**src/rtl/axi_lite_pkg.sv**
```systemverilog
// Shared types for the AXI-Lite register file: response codes and FSM states.
package axi_lite_pkg;

    typedef enum logic [1:0] {
        RESP_OKAY   = 2'b00,
        RESP_SLVERR = 2'b10
    } resp_t;

    typedef enum logic {
        W_COLLECT = 1'b0,
        W_RESP    = 1'b1
    } wr_state_t;

    typedef enum logic {
        R_ADDR = 1'b0,
        R_DATA = 1'b1
    } rd_state_t;

endpackage

```
**src/rtl/axi_lite_if.sv**
```systemverilog
// AXI-Lite bus bundle with master and slave views.
interface axi_lite_if #(
    parameter int unsigned ADDR_W = 32,
    parameter int unsigned DATA_W = 32
);
    logic [ADDR_W-1:0]   awaddr;
    logic                awvalid;
    logic                awready;
    logic [DATA_W-1:0]   wdata;
    logic [DATA_W/8-1:0] wstrb;
    logic                wvalid;
    logic                wready;
    logic [1:0]          bresp;
    logic                bvalid;
    logic                bready;
    logic [ADDR_W-1:0]   araddr;
    logic                arvalid;
    logic                arready;
    logic [DATA_W-1:0]   rdata;
    logic [1:0]          rresp;
    logic                rvalid;
    logic                rready;

    modport slave (
        input  awaddr, awvalid, wdata, wstrb, wvalid, bready, araddr, arvalid, rready,
        output awready, wready, bresp, bvalid, arready, rdata, rresp, rvalid
    );

    modport master (
        output awaddr, awvalid, wdata, wstrb, wvalid, bready, araddr, arvalid, rready,
        input  awready, wready, bresp, bvalid, arready, rdata, rresp, rvalid
    );
endinterface

```
**src/rtl/axi_lite_regfile_mem.sv**
```systemverilog
// Register storage: one byte-enable write port, one registered read port.
module axi_lite_regfile_mem #(
    parameter int unsigned DATA_W = 32,
    parameter int unsigned DEPTH  = 32
) (
    input  logic                       aclk,
    input  logic                       areset,
    input  logic                       wr_en,
    input  logic [$clog2(DEPTH)-1:0]   wr_idx,
    input  logic [DATA_W-1:0]          wr_data,
    input  logic [DATA_W/8-1:0]        wr_strb,
    input  logic                       rd_en,
    input  logic                       rd_zero,
    input  logic [$clog2(DEPTH)-1:0]   rd_idx,
    output logic [DATA_W-1:0]          rd_data
);

    localparam int STRB_W = DATA_W / 8;

    logic [DATA_W-1:0] mem_q [DEPTH];
    logic [DATA_W-1:0] rd_data_q;

    // Byte-lane writes; reset clears every register.
    always_ff @(posedge aclk) begin
        if (areset) begin
            for (int i = 0; i < int'(DEPTH); i++) begin
                mem_q[i] <= '0;
            end
        end else if (wr_en) begin
            for (int b = 0; b < STRB_W; b++) begin
                if (wr_strb[b]) begin
                    mem_q[wr_idx][8*b +: 8] <= wr_data[8*b +: 8];
                end
            end
        end
    end

    // Read data is captured at address acceptance, so a same-edge write is not seen.
    always_ff @(posedge aclk) begin
        if (areset) begin
            rd_data_q <= '0;
        end else if (rd_en) begin
            rd_data_q <= rd_zero ? '0 : mem_q[rd_idx];
        end
    end

    assign rd_data = rd_data_q;

endmodule

```
**src/rtl/axi_lite_regfile.sv**
```systemverilog
// AXI-Lite slave register file: address decode plus independent write and read FSMs.
module axi_lite_regfile
    import axi_lite_pkg::*;
#(
    parameter int unsigned ADDR_W = 32,
    parameter int unsigned DATA_W = 32,
    parameter int unsigned DEPTH  = 32
) (
    input  logic       aclk,
    input  logic       areset,
    axi_lite_if.slave  s_axi_lite
);

    localparam int unsigned OFFS   = $clog2(DATA_W / 8);
    localparam int unsigned IDX_W  = $clog2(DEPTH);
    localparam int unsigned STRB_W = DATA_W / 8;
    localparam int unsigned FULL_W = ADDR_W - OFFS;

    wr_state_t wstate_q, wstate_d;
    rd_state_t rstate_q, rstate_d;
    logic      live_q;
    logic      aw_held_q, aw_held_d, w_held_q, w_held_d;
    logic [ADDR_W-1:0] awaddr_q, awaddr_d;
    logic [DATA_W-1:0] wdata_q, wdata_d;
    logic [STRB_W-1:0] wstrb_q, wstrb_d;
    resp_t     bresp_q, bresp_d, rresp_q, rresp_d;

    logic              awready_c, wready_c, arready_c, aw_hs, w_hs, ar_hs;
    logic              wr_commit, wr_in_range, rd_in_range;
    logic [ADDR_W-1:0] wr_addr;
    logic [DATA_W-1:0] wr_data;
    logic [STRB_W-1:0] wr_strb;
    logic [FULL_W-1:0] wr_full, rd_full;
    logic [DATA_W-1:0] mem_rdata;
    logic              unused_addr_lsbs;

    // Readies stay low until the first edge after reset is released.
    assign awready_c = live_q && (wstate_q == W_COLLECT) && !aw_held_q;
    assign wready_c  = live_q && (wstate_q == W_COLLECT) && !w_held_q;
    assign arready_c = live_q && (rstate_q == R_ADDR);
    assign aw_hs     = s_axi_lite.awvalid && awready_c;
    assign w_hs      = s_axi_lite.wvalid && wready_c;
    assign ar_hs     = s_axi_lite.arvalid && arready_c;

    // A held beat takes priority; otherwise the live beat completing this cycle is used.
    assign wr_addr = aw_held_q ? awaddr_q : s_axi_lite.awaddr;
    assign wr_data = w_held_q ? wdata_q : s_axi_lite.wdata;
    assign wr_strb = w_held_q ? wstrb_q : s_axi_lite.wstrb;

    assign wr_full     = wr_addr[ADDR_W-1:OFFS];
    assign rd_full     = s_axi_lite.araddr[ADDR_W-1:OFFS];
    assign wr_in_range = (wr_full >> IDX_W) == '0;
    assign rd_in_range = (rd_full >> IDX_W) == '0;

    assign unused_addr_lsbs = ^{wr_addr[OFFS-1:0], s_axi_lite.araddr[OFFS-1:0]};

    // Write FSM: collect AW and W in any order, commit when both present, then respond.
    always_comb begin
        wstate_d  = wstate_q;
        aw_held_d = aw_held_q;
        w_held_d  = w_held_q;
        awaddr_d  = awaddr_q;
        wdata_d   = wdata_q;
        wstrb_d   = wstrb_q;
        bresp_d   = bresp_q;
        wr_commit = 1'b0;
        unique case (wstate_q)
            W_COLLECT: begin
                if (aw_hs) begin
                    aw_held_d = 1'b1;
                    awaddr_d  = s_axi_lite.awaddr;
                end
                if (w_hs) begin
                    w_held_d = 1'b1;
                    wdata_d  = s_axi_lite.wdata;
                    wstrb_d  = s_axi_lite.wstrb;
                end
                if ((aw_held_q || aw_hs) && (w_held_q || w_hs)) begin
                    wr_commit = 1'b1;
                    wstate_d  = W_RESP;
                    bresp_d   = wr_in_range ? RESP_OKAY : RESP_SLVERR;
                end
            end
            W_RESP: begin
                if (s_axi_lite.bready) begin
                    wstate_d  = W_COLLECT;
                    aw_held_d = 1'b0;
                    w_held_d  = 1'b0;
                end
            end
        endcase
    end

    // Read FSM: accept an address, then hold the registered response until taken.
    always_comb begin
        rstate_d = rstate_q;
        rresp_d  = rresp_q;
        unique case (rstate_q)
            R_ADDR: begin
                if (ar_hs) begin
                    rstate_d = R_DATA;
                    rresp_d  = rd_in_range ? RESP_OKAY : RESP_SLVERR;
                end
            end
            R_DATA: begin
                if (s_axi_lite.rready) begin
                    rstate_d = R_ADDR;
                end
            end
        endcase
    end

    // State registers for both paths.
    always_ff @(posedge aclk) begin
        if (areset) begin
            live_q    <= 1'b0;
            wstate_q  <= W_COLLECT;
            rstate_q  <= R_ADDR;
            aw_held_q <= 1'b0;
            w_held_q  <= 1'b0;
            awaddr_q  <= '0;
            wdata_q   <= '0;
            wstrb_q   <= '0;
            bresp_q   <= RESP_OKAY;
            rresp_q   <= RESP_OKAY;
        end else begin
            live_q    <= 1'b1;
            wstate_q  <= wstate_d;
            rstate_q  <= rstate_d;
            aw_held_q <= aw_held_d;
            w_held_q  <= w_held_d;
            awaddr_q  <= awaddr_d;
            wdata_q   <= wdata_d;
            wstrb_q   <= wstrb_d;
            bresp_q   <= bresp_d;
            rresp_q   <= rresp_d;
        end
    end

    axi_lite_regfile_mem #(
        .DATA_W (DATA_W),
        .DEPTH  (DEPTH)
    ) u_mem (
        .aclk    (aclk),
        .areset  (areset),
        .wr_en   (wr_commit && wr_in_range),
        .wr_idx  (wr_full[IDX_W-1:0]),
        .wr_data (wr_data),
        .wr_strb (wr_strb),
        .rd_en   (ar_hs),
        .rd_zero (!rd_in_range),
        .rd_idx  (rd_full[IDX_W-1:0]),
        .rd_data (mem_rdata)
    );

    assign s_axi_lite.awready = awready_c;
    assign s_axi_lite.wready  = wready_c;
    assign s_axi_lite.bvalid  = (wstate_q == W_RESP);
    assign s_axi_lite.bresp   = bresp_q;
    assign s_axi_lite.arready = arready_c;
    assign s_axi_lite.rvalid  = (rstate_q == R_DATA);
    assign s_axi_lite.rresp   = rresp_q;
    assign s_axi_lite.rdata   = mem_rdata;

endmodule

```
**src/flat_wrapper.sv**
```systemverilog
// flat-port wrapper written by rule: the top's interface ports become plain ports
module axi_lite_regfile_flat import axi_lite_pkg::*;
#(
    parameter int unsigned ADDR_W = 32,
    parameter int unsigned DATA_W = 32,
    parameter int unsigned DEPTH  = 32
)
  (aclk, areset, s_axi_lite_awaddr, s_axi_lite_awvalid, s_axi_lite_wdata, s_axi_lite_wstrb, s_axi_lite_wvalid, s_axi_lite_bready, s_axi_lite_araddr, s_axi_lite_arvalid, s_axi_lite_rready, s_axi_lite_awready, s_axi_lite_wready, s_axi_lite_bresp, s_axi_lite_bvalid, s_axi_lite_arready, s_axi_lite_rdata, s_axi_lite_rresp, s_axi_lite_rvalid);
  axi_lite_if #(.ADDR_W(ADDR_W), .DATA_W(DATA_W)) s_axi_lite_i ();
  input  logic aclk;
  input  logic areset;
  input wire logic [$bits(s_axi_lite_i.awaddr)-1:0] s_axi_lite_awaddr;
  input wire logic [$bits(s_axi_lite_i.awvalid)-1:0] s_axi_lite_awvalid;
  input wire logic [$bits(s_axi_lite_i.wdata)-1:0] s_axi_lite_wdata;
  input wire logic [$bits(s_axi_lite_i.wstrb)-1:0] s_axi_lite_wstrb;
  input wire logic [$bits(s_axi_lite_i.wvalid)-1:0] s_axi_lite_wvalid;
  input wire logic [$bits(s_axi_lite_i.bready)-1:0] s_axi_lite_bready;
  input wire logic [$bits(s_axi_lite_i.araddr)-1:0] s_axi_lite_araddr;
  input wire logic [$bits(s_axi_lite_i.arvalid)-1:0] s_axi_lite_arvalid;
  input wire logic [$bits(s_axi_lite_i.rready)-1:0] s_axi_lite_rready;
  output wire logic [$bits(s_axi_lite_i.awready)-1:0] s_axi_lite_awready;
  output wire logic [$bits(s_axi_lite_i.wready)-1:0] s_axi_lite_wready;
  output wire logic [$bits(s_axi_lite_i.bresp)-1:0] s_axi_lite_bresp;
  output wire logic [$bits(s_axi_lite_i.bvalid)-1:0] s_axi_lite_bvalid;
  output wire logic [$bits(s_axi_lite_i.arready)-1:0] s_axi_lite_arready;
  output wire logic [$bits(s_axi_lite_i.rdata)-1:0] s_axi_lite_rdata;
  output wire logic [$bits(s_axi_lite_i.rresp)-1:0] s_axi_lite_rresp;
  output wire logic [$bits(s_axi_lite_i.rvalid)-1:0] s_axi_lite_rvalid;
  assign s_axi_lite_i.awaddr = s_axi_lite_awaddr;
  assign s_axi_lite_i.awvalid = s_axi_lite_awvalid;
  assign s_axi_lite_i.wdata = s_axi_lite_wdata;
  assign s_axi_lite_i.wstrb = s_axi_lite_wstrb;
  assign s_axi_lite_i.wvalid = s_axi_lite_wvalid;
  assign s_axi_lite_i.bready = s_axi_lite_bready;
  assign s_axi_lite_i.araddr = s_axi_lite_araddr;
  assign s_axi_lite_i.arvalid = s_axi_lite_arvalid;
  assign s_axi_lite_i.rready = s_axi_lite_rready;
  assign s_axi_lite_awready = s_axi_lite_i.awready;
  assign s_axi_lite_wready = s_axi_lite_i.wready;
  assign s_axi_lite_bresp = s_axi_lite_i.bresp;
  assign s_axi_lite_bvalid = s_axi_lite_i.bvalid;
  assign s_axi_lite_arready = s_axi_lite_i.arready;
  assign s_axi_lite_rdata = s_axi_lite_i.rdata;
  assign s_axi_lite_rresp = s_axi_lite_i.rresp;
  assign s_axi_lite_rvalid = s_axi_lite_i.rvalid;
  axi_lite_regfile #(.ADDR_W(ADDR_W), .DATA_W(DATA_W), .DEPTH(DEPTH)) u_core (.aclk(aclk), .areset(areset), .s_axi_lite(s_axi_lite_i));
endmodule
```
**config.mk**
```make
export PLATFORM = sky130hd
export DESIGN_NAME = axi_lite_regfile_flat
export DESIGN_NICKNAME = d
export VERILOG_FILES = /design/src/rtl/axi_lite_pkg.sv /design/src/rtl/axi_lite_if.sv /design/src/rtl/axi_lite_regfile_mem.sv /design/src/rtl/axi_lite_regfile.sv /design/src/flat_wrapper.sv
export SDC_FILE = /design/constraint.sdc
export NUM_CORES = 2
export LEC_CHECK = 0
export ABC_CLOCK_PERIOD_IN_PS = 4850
export BUFFER_PORTS_ARGS = -buffer_cell sky130_fd_sc_hd__buf_2
export CAP_MARGIN = 20
export CORE_UTILIZATION = 49
export CTS_BUF_LIST = sky130_fd_sc_hd__clkbuf_8
export DETAILED_ROUTE_END_ITERATION = 6
export PLACE_DENSITY = 0.65
export REMOVE_ABC_BUFFERS = 1
export SLEW_MARGIN = 5
export SYNTH_ARGS = -nofsm -noshare
export SYNTH_HDL_FRONTEND = slang
export SYNTH_SLANG_ARGS = --single-unit
```
**constraint.sdc**
```tcl
create_clock -name aclk -period 4.85 [get_ports aclk]
set_clock_uncertainty 0.1 [all_clocks]
set_input_delay 0.97 -clock aclk [delete_from_list [all_inputs] [get_ports aclk]]
set_output_delay 0.97 -clock aclk [all_outputs]
set_load 0.02 [all_outputs]
```
# Yosys cells after proc, flatten, opt, wreduce, memory -nomap -nowiden
# Memories as Yosys holds them, arrays and structs flattened.
# Index checks and enable logic that the tools add are counted.
[totals]
out_inout_bits = 41
word_cells = 79
input_bits = 107
ramBits = 1024
memories = 1
regBits = 109
[memory_table]
columns = ["name", "depth", "width", "read_ports", "rd_ports_with_merged_regs", "write_ports", "line_no", "source"]
rows = [
  ["u_core.u_mem.mem_q", 32, 32, 1, 0, 32, "axi_lite_regfile_mem.sv:20", "logic [DATA_W-1:0] mem_q [DEPTH];"],
]
[classes]
n_bitwise = 2
eq_ne = 3
reduce_logical = 22
n_mux = 40
[op_table]
columns = ["op", "count"]
rows = [
  ["$mux 32", 4],
  ["$logic_not 30->1", 2],
  ["$reduce_or 32->1", 1],
  ["$mux 1", 27],
  ["$reduce_and 2->1", 6],
  ["$logic_and 1x1->1", 9],
  ["$mux 4", 2],
  ["$pmux 1 s2", 4],
  ["$mux 5", 1],
  ["$mux 2", 2],
  ["$ne 2x1->1 const B", 2],
  ["$logic_not 1->1", 2],
  ["$logic_or 1x1->1", 2],
  ["$ne 2x2->1 const B", 1],
  ["$not 1->1", 2],
]

# Depth between registers and ports, before layout
[depth]
word_depth = 14
ltp_mapped = 9
depth_no_buf = 5

# Modules after synthesis
# From an unflattened synthesis, not the netlist that was laid out.
[unflattened]
hier_cells = 3808
area_unflattened_um2 = 52362.7
[modules_own_cells]
columns = ["module", "cells_per_inst", "instances", "area_each_um2", "seq_area_each_um2"]
rows = [
  ["axi_lite_regfile_mem", 3408, 1, 48936.9, 31390.1],
  ["axi_lite_regfile", 400, 1, 3425.8, 1461.4],
]

# Worst setup path before layout
# Ideal clock, no wire load.
[synth_timing]
path_kind = "input -> register"
startpoint = "in s_axi_lite_awvalid"
endpoint = "mem u_core.u_mem.mem_q[12][0], enable pin"
slack_ns = 1.618
n_path_buf = 1
required_ns = 4.366
arrival_ns = 2.747
path_stages = 6
setup_time_ns = 0.384
cell_sequence = "a21oi_1 > or3_1 > nor2_2 > nand3_1 > clkbuf_1 > o21ai_0"
[synth_rtl]
columns = ["element", "line_no", "source"]
rows = [
  ["start, declared", "flat_wrapper.sv:13", "input wire logic [$bits(s_axi_lite_i.awvalid)-1:0] s_axi_lite_awvalid;"],
  ["end, declared", "axi_lite_regfile_mem.sv:20", ""],
]

==> results_dict.tcl <==
set metrics [dict create \
    status "finished clean" \
    die_w_um 320 \
    fin_nets 3927 \
    grt_use_total_pct 24.1 \
    synth_top_cell_by_area "edfxtp_1" \
    cts_resized 0 \
    setup_tns_ns 0 \
    path_class "reg2reg" \
    drtPass1Iterations 7 \
    num_rows 116 \
    synth_edf_count 1024 \
    mostFrequentLayoutCell "nor2_1" \
    clock-sinks 1129 \
    ctsHoldBuffers 0 \
    design.portCount 148 \
    r2r_cells 6 \
    whs_path_depth 3 \
    via_per_inst 5.79 \
    cts_setup_buffers 0 \
    dr_total_vias 30500 \
    rsz0062_at_grt "no" \
    hold_end "u_core.wdata_q[23]" \
    setup_viol 0 \
    layout_common_cells "nor2_1 (1040), edfxtp_1 (1024), buf_4 (232)" \
    yosys.area_share.simple_pct 11.5 \
    grt_pass1_vias 30700 \
    yosys.cell_types.count 40 \
    leakagePower_nw 18.8 \
    port_buffers 141 \
    synth_compound_area_share_pct 5.81 \
    worstMarginPinSlew_ns 1.07 \
    netlist.area_leader.share_pct 62.1 \
    max_stage_delay_ns 0.84 \
    yosys.area_share.adder_pct 0 \
    startpoint "u_core.aw_held_q" \
    crit_fanout 20 \
    clockBufferDepth 3 \
    reg2reg_to "u_core.u_mem.mem_q[0][29]" \
    synth_mux_area_share_pct 12.5 \
    max_freq_mhz 275 \
    drcViolationCount 0 \
    hp-start "s_axi_lite_wdata[23]" \
    synth_xor_area_share_pct 0 \
    start_util_pct 49.4 \
    holdWs_ns 0.265 \
    synthToLayoutAreaGrowth_pct 11.7 \
    ff2ff_setup_slack_ns 1.22 \
    grt_pass1_wl_um 187000 \
    drv_cap 0 \
    cts-buffers-inserted 178 \
    path_clk_slew_ns 0.06 \
    clockRootBuffer "clkbuf_8" \
    wl_um 122000 \
    min_period_over_period_pct 74.9 \
    arrival_ns 4.08 \
    drive_gt1_share_pct 25.4 \
    grt_max_degree 76 \
    yosys-top-cells-area "edfxtp_1 (62%), mux4_2 (8.7%), nor2_1 (7.9%)" \
    placed_area_um2 51900 \
    dpl.hpwl_um 79300 \
    power_w 0.0200 \
    synthFlopType "edfxtp_1" \
    finalCriticalPeriod_ns 3.63 \
    critical-path-top-delay-family "compound AO/OA/AOI/OAI gates" \
    finish.instance_area_um2 55300 \
    globalRouteOverflowTotal 0 \
    ir_worst_vdd_mv 0.248 \
    async_reset_ff_share_pct 0 \
    crit_buf_inv 1 \
    die_area_um2 102000 \
    r2r_start "u_core.aw_held_q" \
    powerDensity_nw_per_um2 361 \
    antenna_found_initial 2 \
    die_h_um 320 \
    syn_inst 3620 \
    dp_slack_ns 0.977 \
    crit_slowest_cell "dfxtp_1" \
    slew_headroom_pct 28.9 \
    coreArea_um2 100000 \
    cp_cell_sequence "nor4b_2 > nand4_1 > o22ai_4 > nand3_1 > o21ai_0 > buf_4" \
    endpoint_kind "flip-flop" \
    wl_per_cell_um 23.2 \
    seq_area_frac_synth_pct 66.4 \
    final.setup.worst_slack_ns 1.22 \
    syn_avg_cell_area_um2 13.7 \
    drtAntennaViolNets 0 \
    syn_area_um2 49500 \
    ys_warn_count 0 \
    hp-class "in2reg" \
    synth_top_family_by_area "multiplexers" \
    globalplace.congestion 0.806 \
    htreeDepth 4 \
    critical_path_depth 6 \
    drt-initial-drc-count 2700 \
    hold_viol 0 \
    synth_seq_cells 1129 \
    clkLatencyLatePin_ns 0.84 \
    critPathLaunchType "flip-flop" \
    cp_data_required_time_ns 5.30 \
    cts_tree "built" \
    finalMaxSlewViolations 0 \
]
[area by class of cell]
| class | count | area, µm² |
|---|---|---|
| Antenna cell | 2 | 5.00 |
| Clock buffer | 195 | 2680 |
| Clock inverter | 131 | 643 |
| Fill cell | 8222 | 44900 |
| Inverter | 6 | 25.0 |
| Multi-Input combinational cell | 2125 | 14800 |
| Sequential cell | 1129 | 32900 |
| Tap cell | 1298 | 1620 |
| Timing Repair Buffer | 380 | 2630 |
[worst reg2reg max path, stage by stage (launching register included)]
cell and delay, ns:
dfxtp_1 0.84, nor4b_2 0.34, nand4_1 0.19, o22ai_4 0.46
nand3_1 0.35, o21ai_0 0.80, buf_4 0.28
[metrics by stage]
stage / utilization (%) / std cells
6_report: 55.2 / 5266
5_1_grt: 55.2 / 5265
4_1_cts: 55.2 / 5263
3_5_place_dp: 51.9 / 4937
3_3_place_gp: 51.9 / 4937
2_1_floorplan: - / 3260
[layer usage]
metal  track usage [%]  up-vias  wire length (µm)
met3              3.92      176              8300
met1              32.4    15500             50300
li1                  -    13700                 -
met4              6.91        0              2620
met2              40.4     1146             60900
met5                 0        -                 0
[power breakdown]
part           total (W)  internal [W]  leakage, nW  switching [W]
Combinational    0.00143      0.000569         5.47       0.000861
Clock            0.00756       0.00385         1.92        0.00370
Sequential        0.0110        0.0109         11.4       0.000101
[registers in the layout, indices dropped and copies added, names as in the netlist, 4 cells and up]
| signal | flops |
|---|---|
| u_core.awaddr_q | 30 |
| u_core.u_mem.mem_q | 1024 |
| u_core.u_mem.rd_data | 32 |
| u_core.wdata_q | 32 |
| u_core.wstrb_q | 4 |
[worst max-delay path by stage]
stage                                           end  slack [ns]
after global routing      u_core.u_mem.mem_q[1][18]        0.95
after detailed placement  u_core.u_mem.mem_q[0][25]        0.98
after global placement    u_core.u_mem.mem_q[0][25]        0.92
final                     u_core.u_mem.mem_q[0][29]        1.22
after CTS                 u_core.u_mem.mem_q[1][18]        1.24
after floorplan           u_core.u_mem.mem_q[9][24]       -1.39
[synthesized netlist by cell type (25+ instances only)]
| cell type | n |
|---|---|
| clkbuf_1 | 211 |
| a21oi_1 | 74 |
| edfxtp_1 | 1024 |
| buf_2 | 78 |
| mux2_2 | 165 |
| a22oi_1 | 64 |
| o21ai_0 | 128 |
| mux4_2 | 192 |
| nand4_4 | 30 |
| buf_4 | 25 |
| nand2_1 | 173 |
| nor2_1 | 1042 |
| o22ai_1 | 66 |
| a221o_1 | 64 |
| a21boi_0 | 32 |
| buf_6 | 40 |
| nor3_1 | 34 |
| dfxtp_1 | 105 |
[kinds of logic after synthesis]
group                  after synthesis
AOI/OAI and AO/OA                  435
other                                1
and+or+nand+nor                   1330
DFF                               1129
muxes                              358
buffers and inverters              367
Note: power is estimated with default switching activity, not from simulation.
